## src/rtl/glitch_pulse_gen.sv

```systemverilog
// Glitcher timing core: after arm, waits for a trigger rising edge, counts a delay,
// then emits a train of fixed-width pulses separated by fixed gaps on glitch_out.
module glitch_pulse_gen #(
    parameter int unsigned DELAY_W = 32,
    parameter int unsigned WIDTH_W = 16,
    parameter int unsigned COUNT_W = 8
) (
    input  logic               clk,
    input  logic               rst_n,
    input  logic               arm,
    input  logic               abort,
    input  logic               trig_in,
    input  logic [DELAY_W-1:0] cfg_delay,
    input  logic [WIDTH_W-1:0] cfg_width,
    input  logic [WIDTH_W-1:0] cfg_gap,
    input  logic [COUNT_W-1:0] cfg_count,
    output logic               glitch_out,
    output logic               armed,
    output logic               busy,
    output logic               done
);

    typedef enum logic [2:0] {StIdle, StArmed, StDelay, StPulse, StGap, StDone} state_e;

    state_e state_q, state_d;

    logic sync1_q, sync2_q, sync3_q;
    logic trig_rise;

    logic [DELAY_W-1:0] delay_sh_q, delay_sh_d;
    logic [WIDTH_W-1:0] width_sh_q, width_sh_d;
    logic [WIDTH_W-1:0] gap_sh_q, gap_sh_d;
    logic [COUNT_W-1:0] count_sh_q, count_sh_d;

    logic [DELAY_W-1:0] delay_cnt_q, delay_cnt_d;
    logic [WIDTH_W-1:0] phase_cnt_q, phase_cnt_d;
    logic [COUNT_W-1:0] pulses_q, pulses_d;
    logic               glitch_q, glitch_d;

    assign trig_rise = sync2_q & ~sync3_q;

    always_comb begin
        state_d     = state_q;
        delay_sh_d  = delay_sh_q;
        width_sh_d  = width_sh_q;
        gap_sh_d    = gap_sh_q;
        count_sh_d  = count_sh_q;
        delay_cnt_d = delay_cnt_q;
        phase_cnt_d = phase_cnt_q;
        pulses_d    = pulses_q;

        unique case (state_q)
            StIdle: begin
                if (arm) begin
                    state_d    = StArmed;
                    delay_sh_d = cfg_delay;
                    // zero width/gap/count are promoted to one
                    width_sh_d = (cfg_width == '0) ? WIDTH_W'(1) : cfg_width;
                    gap_sh_d   = (cfg_gap == '0) ? WIDTH_W'(1) : cfg_gap;
                    count_sh_d = (cfg_count == '0) ? COUNT_W'(1) : cfg_count;
                end
            end
            StArmed: begin
                if (trig_rise) begin
                    state_d     = StDelay;
                    delay_cnt_d = delay_sh_q;
                    pulses_d    = count_sh_q;
                end
            end
            StDelay: begin
                if (delay_cnt_q == '0) begin
                    state_d     = StPulse;
                    phase_cnt_d = width_sh_q - WIDTH_W'(1);
                end else begin
                    delay_cnt_d = delay_cnt_q - DELAY_W'(1);
                end
            end
            StPulse: begin
                if (phase_cnt_q == '0) begin
                    pulses_d = pulses_q - COUNT_W'(1);
                    if (pulses_q == COUNT_W'(1)) begin
                        state_d = StDone;
                    end else begin
                        state_d     = StGap;
                        phase_cnt_d = gap_sh_q - WIDTH_W'(1);
                    end
                end else begin
                    phase_cnt_d = phase_cnt_q - WIDTH_W'(1);
                end
            end
            StGap: begin
                if (phase_cnt_q == '0) begin
                    state_d     = StPulse;
                    phase_cnt_d = width_sh_q - WIDTH_W'(1);
                end else begin
                    phase_cnt_d = phase_cnt_q - WIDTH_W'(1);
                end
            end
            StDone:  state_d = StIdle;
            default: state_d = StIdle;
        endcase

        if (abort) begin
            state_d = StIdle;
        end
    end

    // Registered copy of "next state is PULSE" keeps the pad free of decode glitches.
    assign glitch_d = (state_d == StPulse);

    always_ff @(posedge clk or negedge rst_n) begin
        if (!rst_n) begin
            state_q     <= StIdle;
            sync1_q     <= 1'b0;
            sync2_q     <= 1'b0;
            sync3_q     <= 1'b0;
            delay_sh_q  <= '0;
            width_sh_q  <= '0;
            gap_sh_q    <= '0;
            count_sh_q  <= '0;
            delay_cnt_q <= '0;
            phase_cnt_q <= '0;
            pulses_q    <= '0;
            glitch_q    <= 1'b0;
        end else begin
            state_q     <= state_d;
            sync1_q     <= trig_in;
            sync2_q     <= sync1_q;
            sync3_q     <= sync2_q;
            delay_sh_q  <= delay_sh_d;
            width_sh_q  <= width_sh_d;
            gap_sh_q    <= gap_sh_d;
            count_sh_q  <= count_sh_d;
            delay_cnt_q <= delay_cnt_d;
            phase_cnt_q <= phase_cnt_d;
            pulses_q    <= pulses_d;
            glitch_q    <= glitch_d;
        end
    end

    assign glitch_out = glitch_q;
    assign armed      = (state_q == StArmed);
    assign busy       = (state_q == StDelay) || (state_q == StPulse) || (state_q == StGap);
    assign done       = (state_q == StDone);

endmodule

```

## config.mk

```make
export PLATFORM = sky130hd
export DESIGN_NAME = glitch_pulse_gen
export DESIGN_NICKNAME = d
export VERILOG_FILES = /design/src/rtl/glitch_pulse_gen.sv
export SDC_FILE = /design/constraint.sdc
export NUM_CORES = 1
export LEC_CHECK = 0
export BUFFER_PORTS_ARGS = -buffer_cell sky130_fd_sc_hd__buf_2
export CAP_MARGIN = 20
export CORE_MARGIN = 3
export CORE_UTILIZATION = 54
export CTS_BUF_LIST = sky130_fd_sc_hd__clkbuf_16
export CTS_CLUSTER_DIAMETER = 80
export DETAILED_ROUTE_END_ITERATION = 6
export PLACE_DENSITY = 0.76
export SYNTH_ARGS = -nofsm -noshare
export SYNTH_HDL_FRONTEND = slang
export SYNTH_SLANG_ARGS = --single-unit
```

## constraint.sdc

```tcl
create_clock -name clk -period 2.75 [get_ports clk]
set_clock_uncertainty 0.05 [all_clocks]
set_input_delay 0.55 -clock clk [delete_from_list [all_inputs] [get_ports clk]]
set_output_delay 0.55 -clock clk [all_outputs]
set_load 0.05 [all_outputs]
```

==> metrics, run 1 <==
area fraction of the dominant cell type after synthesis 45.7%; first-pass GRT wire length 32400 um; number of library cell types mapped by synthesis 64; clock tree buffer depth 2; largest net degree at the start of global routing 54; slew at the pin closest to its max-slew limit 768 ps; Final Total Pwr 7.43 mW; Clock transition at path regs 60 ps; worst min-delay path category in -> async; Req. time, crit path 3020 ps; layout net count 949; R2R Setup Slk 80 ps; asr flop ratio synth 100%; Iteration-0 DRC Markers 630; Final Hold Fails 0; wire per inst 19.1 um; I/O pins 81; placed cells 1022; max-cap violation count 0; period utilisation layout 97.1%; post-synth top area cell dfrtp_1; total routed wirelength 20100 um; pre-CTS setup slack -6.43 ps; worst hold slack 142 ps; CTS Buf Count 17; Syn Area/Cell 9.76 um^2; PwrDens 834 nW/um^2; DR vias/cell 6.18; post-synthesis net count 841; vias in the first global route 6470; status finished, final reports clean; multi-input logic area 3840 um^2; initial core utilization 55.6%; Non-Filler Instances 1054; Leak 3.67 nW; hpwl dp 14500 um; synthesized flop and latch total 135; Filler Cells Inserted 1066; data arrival time of the worst path 2940 ps; R2R Path End delay_cnt_q[26]$_DFFE_PN0P_; Syn. warnings 0; Die ar. 15100 um^2; antenna-violating nets left 0; Setup violations, final 0; via count 6514; Post-synth EDFFs 0; most common flop cell mapped by yosys dfrtp_1; fmax 374 MHz; Die H 123 um; crit path kind reg -> reg; Core Region 13300 um^2; largest fanout on the critical path 4; total track usage 27.5%; Mapped Cells 757; Crit. End Element flop; cell area after synthesis 7390 um^2; fin. max-slew vios 0; CTS Root Cell clkbuf_16; CTS tree yes; H-tree depth 4; row cnt 42; worst r2r path cells 8; clk sink count 135; synthesis-to-layout area growth 20.5%; RSZ-0062 raised after global routing false; TritonRoute pass-1 iters 5; fin worst setup slack 78.9 ps; Inserted Diodes 0; share of cells above drive strength 1 29.8%; global route total overflow 0; initial antenna violation count 0; PortBufs 80; Core Util, Final 67.0%; Die W 123 um; Hold-fix buffers, CTS 0; FF+latch area 3380 um^2; clock latency on the worst-skew pair 430 ps; sequential area share after synthesis 45.7%; GPL Wtd Cong 0.959; Area contributors post-synth dfrtp_1 (46%), mux2_2 (10%), nor2_1 (4.0%); CP startpoint kind flop; R2R Path Start delay_cnt_q[1]$_DFFE_PN0P_; Slew HR 48.8%; DRC Markers 0; Worst VDD drop 0.542 mV; Tmin final 2670 ps
## synth_stat cells, types with 3 or more instances
cell       number
a22oi_1        12
nor2_1         78
dfrtp_1       135
nand2_1        35
or3_1           7
o2bb2ai_1       9
o21ai_0        50
or2_2           5
mux2_2         68
clkbuf_1       31
nand2b_1        4
nor3b_1         4
xnor2_1        18
and3_1          4
inv_1          16
ha_1            7
nand4_1         5
buf_2           6
a21oi_1        57
o31ai_1         9
nor3_1         41
or4_4           4
nor4_1         21
o22ai_1        12
nor4b_1         6
or3b_2          3
mux2i_1         3
nand3b_1        3
a211oi_1        3
a2111oi_0       3
or4b_2          3
o21ai_1         5
o22a_1          5
o32ai_1         5
or4_1           8
xor2_1         11
a31oi_1         7
nand3_1        18
## routing by layer
| layer | track usage, % | up-vias | wire length [um] |
|---|---|---|---|
| li1 | - | 3058 | - |
| met2 | 44.1 | 230 | 9650 |
| met3 | 7.00 | 31 | 1300 |
| met4 | 9.34 | 0 | 359 |
| met1 | 36.6 | 3195 | 8810 |
| met5 | 0 | - | 0 |
## final cells by class
type	instances	share of cell area, %
clock buffer	17	4.77
clock inverter	15	1.71
inverter	16	0.674
multi-input combinational	567	43.1
sequential	135	37.9
tap	176	2.47
timing repair buffer	128	9.31
## how the worst max path moves through the flow
stage                                            from                          end  slack (ps)  cells past startpoint
after floorplan            delay_cnt_q[0]$_DFFE_PN0P_  delay_cnt_q[26]$_DFFE_PN0P_         150                      8
after global placement     delay_cnt_q[1]$_DFFE_PN0P_  delay_cnt_q[26]$_DFFE_PN0P_         100                      8
after detailed placement   delay_cnt_q[1]$_DFFE_PN0P_  delay_cnt_q[26]$_DFFE_PN0P_          -6                      8
after CTS                  delay_cnt_q[1]$_DFFE_PN0P_  delay_cnt_q[26]$_DFFE_PN0P_           5                      8
after global routing      delay_cnt_q[10]$_DFFE_PN0P_   phase_cnt_q[6]$_DFFE_PN0P_           6                      6
final                      delay_cnt_q[1]$_DFFE_PN0P_  delay_cnt_q[26]$_DFFE_PN0P_          80                      8
## power by group
part / total [mW] / internal [mW] / switching [mW]
Sequential: 3.19 / 2.55 / 0.642
Combinational: 1.98 / 0.950 / 1.03
Clock: 2.26 / 1.34 / 0.922
## sequential cells by signal (all words and copies together) (netlist names)
| register | flops |
|---|---|
| delay_sh_q | 32 |
| sync2_q | 1 |
| phase_cnt_q | 16 |
| sync3_q | 1 |
| sync1_q | 1 |
| delay_cnt_q | 32 |
| glitch_out | 1 |
| state_q | 3 |
| gap_sh_q | 16 |
| pulses_q | 8 |
| width_sh_q | 16 |
| count_sh_q | 8 |
## critical path, stage by stage, from the launching register on
cell     delay (ps)
dfrtp_1         400
inv_2           100
ha_4            140
or4b_4          470
or4_4           440
or4_4           470
nor4_4          180
a31oi_1         120
o22a_1          190
## cell families (layout without fill, tap and decap cells)
group / Yosys count / count (layout) / share of synthesized area, %
DFF: 135 / 135 / 45.7
buffers and inverters: 55 / 176 / 3.00
muxes: 71 / 71 / 10.8
adders and majority gates: 7 / 7 / 1.18
AOI/OAI and AO/OA: 200 / 200 / 17.2
and+or+nand+nor: 260 / 260 / 18.7
xor gates and xnor gates: 29 / 29 / 3.44
## per-stage QoR
stage	TNS (ps)	area [um^2]
2_1_floorplan	0	7400
3_3_place_gp	0	8290
3_5_place_dp	-6.43	8290
4_1_cts	0	8870
5_1_grt	0	8910
6_report	0	8910
## cells in the final DEF (no fill, tap or decap), types with 5 or more instances in the layout
cell type  instances
dfrtp_1          135
buf_2             79
nor2_1            77
mux2_2            68
a21oi_1           56
o21ai_0           49
buf_4             43
nor3_1            41
nand2_1           35
nor4_1            20
xnor2_1           18
nand3_1           17
clkbuf_16         17
inv_1             16
o22ai_1           12
a22oi_1           12
xor2_1            11
o31ai_1            9
o2bb2ai_1          9
or3_1              7
or4_1              7
a31oi_1            7
o21ai_1            6
ha_1               6
nor4b_1            5
or4_4              5
or2_2              5
nand4_1            5
o32ai_1            5
o22a_1             5
buf_12             5
## timing repair
| action | CTS | global route |
|---|---|---|
| endpoints found under the setup margin | 1 | 11 |
| buffers inserted | 0 | 0 |
| pin swaps | 0 | 0 |
| cloned | 0 | 0 |
| resized for setup | 1 | 11 |
Note: power is estimated with default switching activity, not from simulation.
==> inputs of run 2 (changes only) <==
- CORE_MARGIN: 3 -> 1
==> metrics, run 2 (synthesized netlist as in run 1, its figures left out) <==
clk sink count 135; Inserted Diodes 0; antenna-violating nets left 0; first-pass GRT wire length 33300 um; Core Region 13300 um^2; critical-path cell list inv_1 -> ha_1 -> or4b_1 -> or4_4 -> or4_4 -> nor4_4 -> a31oi_1 -> o22a_1; vias in the first global route 6569; Crit. End Element flop; gr busiest metal met2; total track usage 29.9%; CP Buf/Inv Count 1; CP most frequent cell or4_4; Final Hold Fails 0; Leak 3.69 nW; RSZ-0062 raised after global routing true; initial antenna violation count 0; data arrival time of the worst path 2960 ps; Worst path slowest cell or4b_1; share of cells above drive strength 1 28.8%; commonest non-fill, non-tap cell in the layout dfrtp_1; Setup violations, final 0; Clock transition at path regs 60 ps; period utilisation layout 98.1%; via count 6615; fin. max-slew vios 0; largest net degree at the start of global routing 78; max-cap violation count 0; Die ar. 14200 um^2; wire per inst 18.9 um; Placed Area 8240 um^2; CTS Buf Count 17; TritonRoute pass-1 iters 5; fmax 371 MHz; Largest regs delay_cnt_q x32, delay_sh_q x32; Final Cell Area 8910 um^2; Tmin final 2700 ps; status finished, final reports clean; crit path kind reg -> reg; initial core utilization 55.6%; I/O pins 81; global route total overflow 0; PortBufs 80; PwrDens 862 nW/um^2; M1 GR Usage 39.4%; DRC Markers 0; Req. time, crit path 3020 ps; Iteration-0 DRC Markers 662; layout net count 945; CTS tree yes; clock tree buffer depth 2; H-tree depth 4; GR Util met2 48.1%; CTS Root Cell clkbuf_16; total routed wirelength 19800 um; synthesis-to-layout area growth 20.5%; clock latency on the worst-skew pair 430 ps; delay-heaviest family, CP simple AND/OR/NAND/NOR gates; DR vias/cell 6.30; GRT met3 Usage 6.66%; Die W 119 um; Die H 119 um; GPL Wtd Cong 0.925; hpwl dp 14200 um; Worst VDD drop 0.542 mV; CP startpoint kind flop; Max stage delay on crit path 470 ps; TNS Setup 0 ps; largest fanout on the critical path 4; row cnt 42; most frequent cells in the layout dfrtp_1 (135), buf_2 (79), nor2_1 (77); worst min-delay path category in -> async; Slew HR 47.7%; slew at the pin closest to its max-slew limit 784 ps
-- run 2: final timing paths --
| check | start | end | slack (ps) | cells past startpoint |
|---|---|---|---|---|
| setup / recovery | delay_cnt_q[1]$_DFFE_PN0P_ | delay_cnt_q[26]$_DFFE_PN0P_ | 50 | 8 |
| hold / removal | rst_n | gap_sh_q[7]$_DFFE_PN0P_ | 20 | 1 |
| setup reg to reg | delay_cnt_q[1]$_DFFE_PN0P_ | delay_cnt_q[26]$_DFFE_PN0P_ | 50 | 8 |
| hold reg to reg | sync1_q$_DFF_PN0_ | sync2_q$_DFF_PN0_ | 300 | 0 |
| max in group asynchronous | rst_n | delay_cnt_q[7]$_DFFE_PN0P_ | 1880 | 2 |
| min in group clk | trig_in | sync1_q$_DFF_PN0_ | 180 | 1 |
-- run 2: layout make-up --
type / instances / area (um^2)
repair buffers: 124 / 771
well taps: 176 / 220
inverters: 16 / 60.1
clock inverters: 15 / 234
fillers: 1062 / 4380
clock buffers: 17 / 425
flip-flops and latches: 135 / 3380
multi-input cells: 567 / 3820
-- run 2: worst register-to-register path, cell delays in order, from the launching register on --
cell and delay, ps:
dfrtp_1 380, inv_1 100, ha_1 180, or4b_1 470, or4_4 440, or4_4 470, nor4_4 190, a31oi_1 120
o22a_1 180
-- run 2: what timing repair did --
item	4_1_cts	5_1_grt
setup buffers	0	0
hold buffers	0	0
gates resized for setup	0	4
setup endpoints to repair	0	4
-- run 2: layer usage --
layer / share of wire [%] / up-vias
met1: 43 / 3238
met3: 6.8 / 40
met4: 2.2 / 0
li1: - / 3043
met2: 48 / 294
met5: 0 / -
-- run 2: report_power, final --
group / switching [mW] / internal [mW]
sequential: 0.650 / 2.55
clock: 0.860 / 1.69
combinational: 1.00 / 0.929
-- run 2: stage by stage --
stage	utilization (%)	hold WS, ps	power, mW	setup WS, ps	std cells
floorplan	-	204	4.33	147	757
global placement	62.0	292	4.99	118	1018
detailed placement	62.0	287	5.09	40.7	1018
CTS	66.9	34.8	7.68	31.5	1050
global route	67.0	39.1	8.09	-96.9	1050
finish	67.0	21.8	7.68	52.2	1050
==> inputs of run 3 (changes only) <==
- CORE_UTILIZATION: 54 -> 60
- PLACE_DENSITY: 0.76 -> 0.8
- clock period: 2.75 -> 3.2 ns (I/O delays scaled with it)
==> metrics, run 3 (synthesized netlist as in run 1, its figures left out) <==
data arrival time of the worst path 3160 ps; synthesis-to-layout area growth 16.0%; placed cells 972; most frequent cells in the layout dfrtp_1 (135), buf_2 (79), nor2_1 (77); initial antenna violation count 0; hpwl dp 14000 um; TritonRoute pass-1 iters 5; critical-path cell list inv_1 -> ha_1 -> or4b_1 -> or4_1 -> or4_4 -> nor4_4 -> a31oi_1 -> o22a_1; DR vias/cell 6.46; RSZ-0062 raised after global routing false; clock latency on the worst-skew pair 420 ps; antenna-violating nets left 0; worst hold slack 214 ps; Final Total Pwr 6.06 mW; Clock transition at path regs 60 ps; first-pass GRT wire length 32200 um; commonest non-fill, non-tap cell in the layout dfrtp_1; global route total overflow 0; wire per inst 19.4 um; slew at the pin closest to its max-slew limit 830 ps; Crit. End Element flop; status finished, final reports clean; row cnt 40; clock tree buffer depth 2; Req. time, crit path 3460 ps; PwrDens 706 nW/um^2; Iteration-0 DRC Markers 534; clk sink count 135; largest net degree at the start of global routing 60; CTS Buf Count 17; Tmin final 2900 ps; DRC Markers 0; Leak 3.52 nW; Setup violations, final 0; Inserted Diodes 0; Core Region 12000 um^2; setup bufs post-CTS 0; PortBufs 80; R2R Path Start delay_cnt_q[0]$_DFFE_PN0P_; crit path kind reg -> reg; via count 6469; total routed wirelength 19500 um; vias in the first global route 6478; Max stage delay on crit path 560 ps; CP startpoint kind flop; total track usage 32.4%; Die ar. 12800 um^2; max-cap violation count 0; layout net count 928; Worst VDD drop 0.659 mV; Die W 113 um; Worst path slowest cell or4b_1; Post-CTS Resized 0; Non-Filler Instances 1002; Core Util, Final 71.4%; Slew HR 44.4%; TNS Setup 0 ps; share of cells above drive strength 1 26.4%; CTS tree yes; GPL Wtd Cong 0.936; largest fanout on the critical path 5; initial core utilization 61.5%; H-tree depth 4; Die H 113 um; I/O pins 81; fmax 345 MHz; period utilisation layout 90.6%; Hold-fix buffers, CTS 0; Largest regs delay_cnt_q x32, delay_sh_q x32; Final Hold Fails 0; Critical Path Start delay_cnt_q[0]$_DFFE_PN0P_; CTS Root Cell clkbuf_16; worst min-delay path category in -> async; fin. max-slew vios 0
## run 3: cell types whose count changed in the layout (fill, tap and decap cells not counted), sizes merged
| cell | delta |
|---|---|
| bufinv | -5 |
| clkinvlp | +3 |
| buf | -17 |
## run 3: per-layer routing
layer	global-route usage, %	share of wire [%]
met5	0	0
met1	41.6	42
met3	7.12	6.1
met2	54.2	50
met4	11.8	2.4
## run 3: final timing paths
| check | slack, ps | to | cells past startpoint |
|---|---|---|---|
| setup reg to reg | 300 | delay_cnt_q[26]$_DFFE_PN0P_ | 8 |
| hold reg to reg | 300 | sync2_q$_DFF_PN0_ | 0 |
| hold / removal | 210 | gap_sh_q[4]$_DFFE_PN0P_ | 1 |
| min in group clk | 290 | sync1_q$_DFF_PN0_ | 1 |
| max in group asynchronous | 2070 | pulses_q[1]$_DFFE_PN0P_ | 2 |
| setup / recovery | 300 | delay_cnt_q[26]$_DFFE_PN0P_ | 8 |
## run 3: worst max-delay path, delay by kind of cell (launching register included)
kind | cells | cell delay (ps)
buffers and inverters | 1 | 120
and+or+nand+nor | 4 | 1730
AOI/OAI and AO/OA | 2 | 300
adders and majority gates | 1 | 210
DFF | 1 | 390
## run 3: final cells by class
class,instances,area [um^2]
repair buffers,107,631
multi-input cells,567,3800
well taps,147,184
clock inverters,13,95.1
fillers,901,3430
inverters,16,60.1
flip-flops and latches,135,3380
clock buffers,17,425
## run 3: metrics by stage
stage / cell area, um^2 / setup slack, ps
floorplan: 7390 / 125
global placement: 8060 / 438
detailed placement: 8060 / 343
CTS: 8580 / 325
global route: 8580 / 157
finish: 8580 / 301
## run 3: power by group
group | switching, mW | leakage [nW] | total, mW | internal, mW
registers | 0.558 | 1.61 | 2.75 | 2.19
clock network | 0.709 | 0.249 | 1.75 | 1.04
logic | 0.824 | 1.66 | 1.56 | 0.734
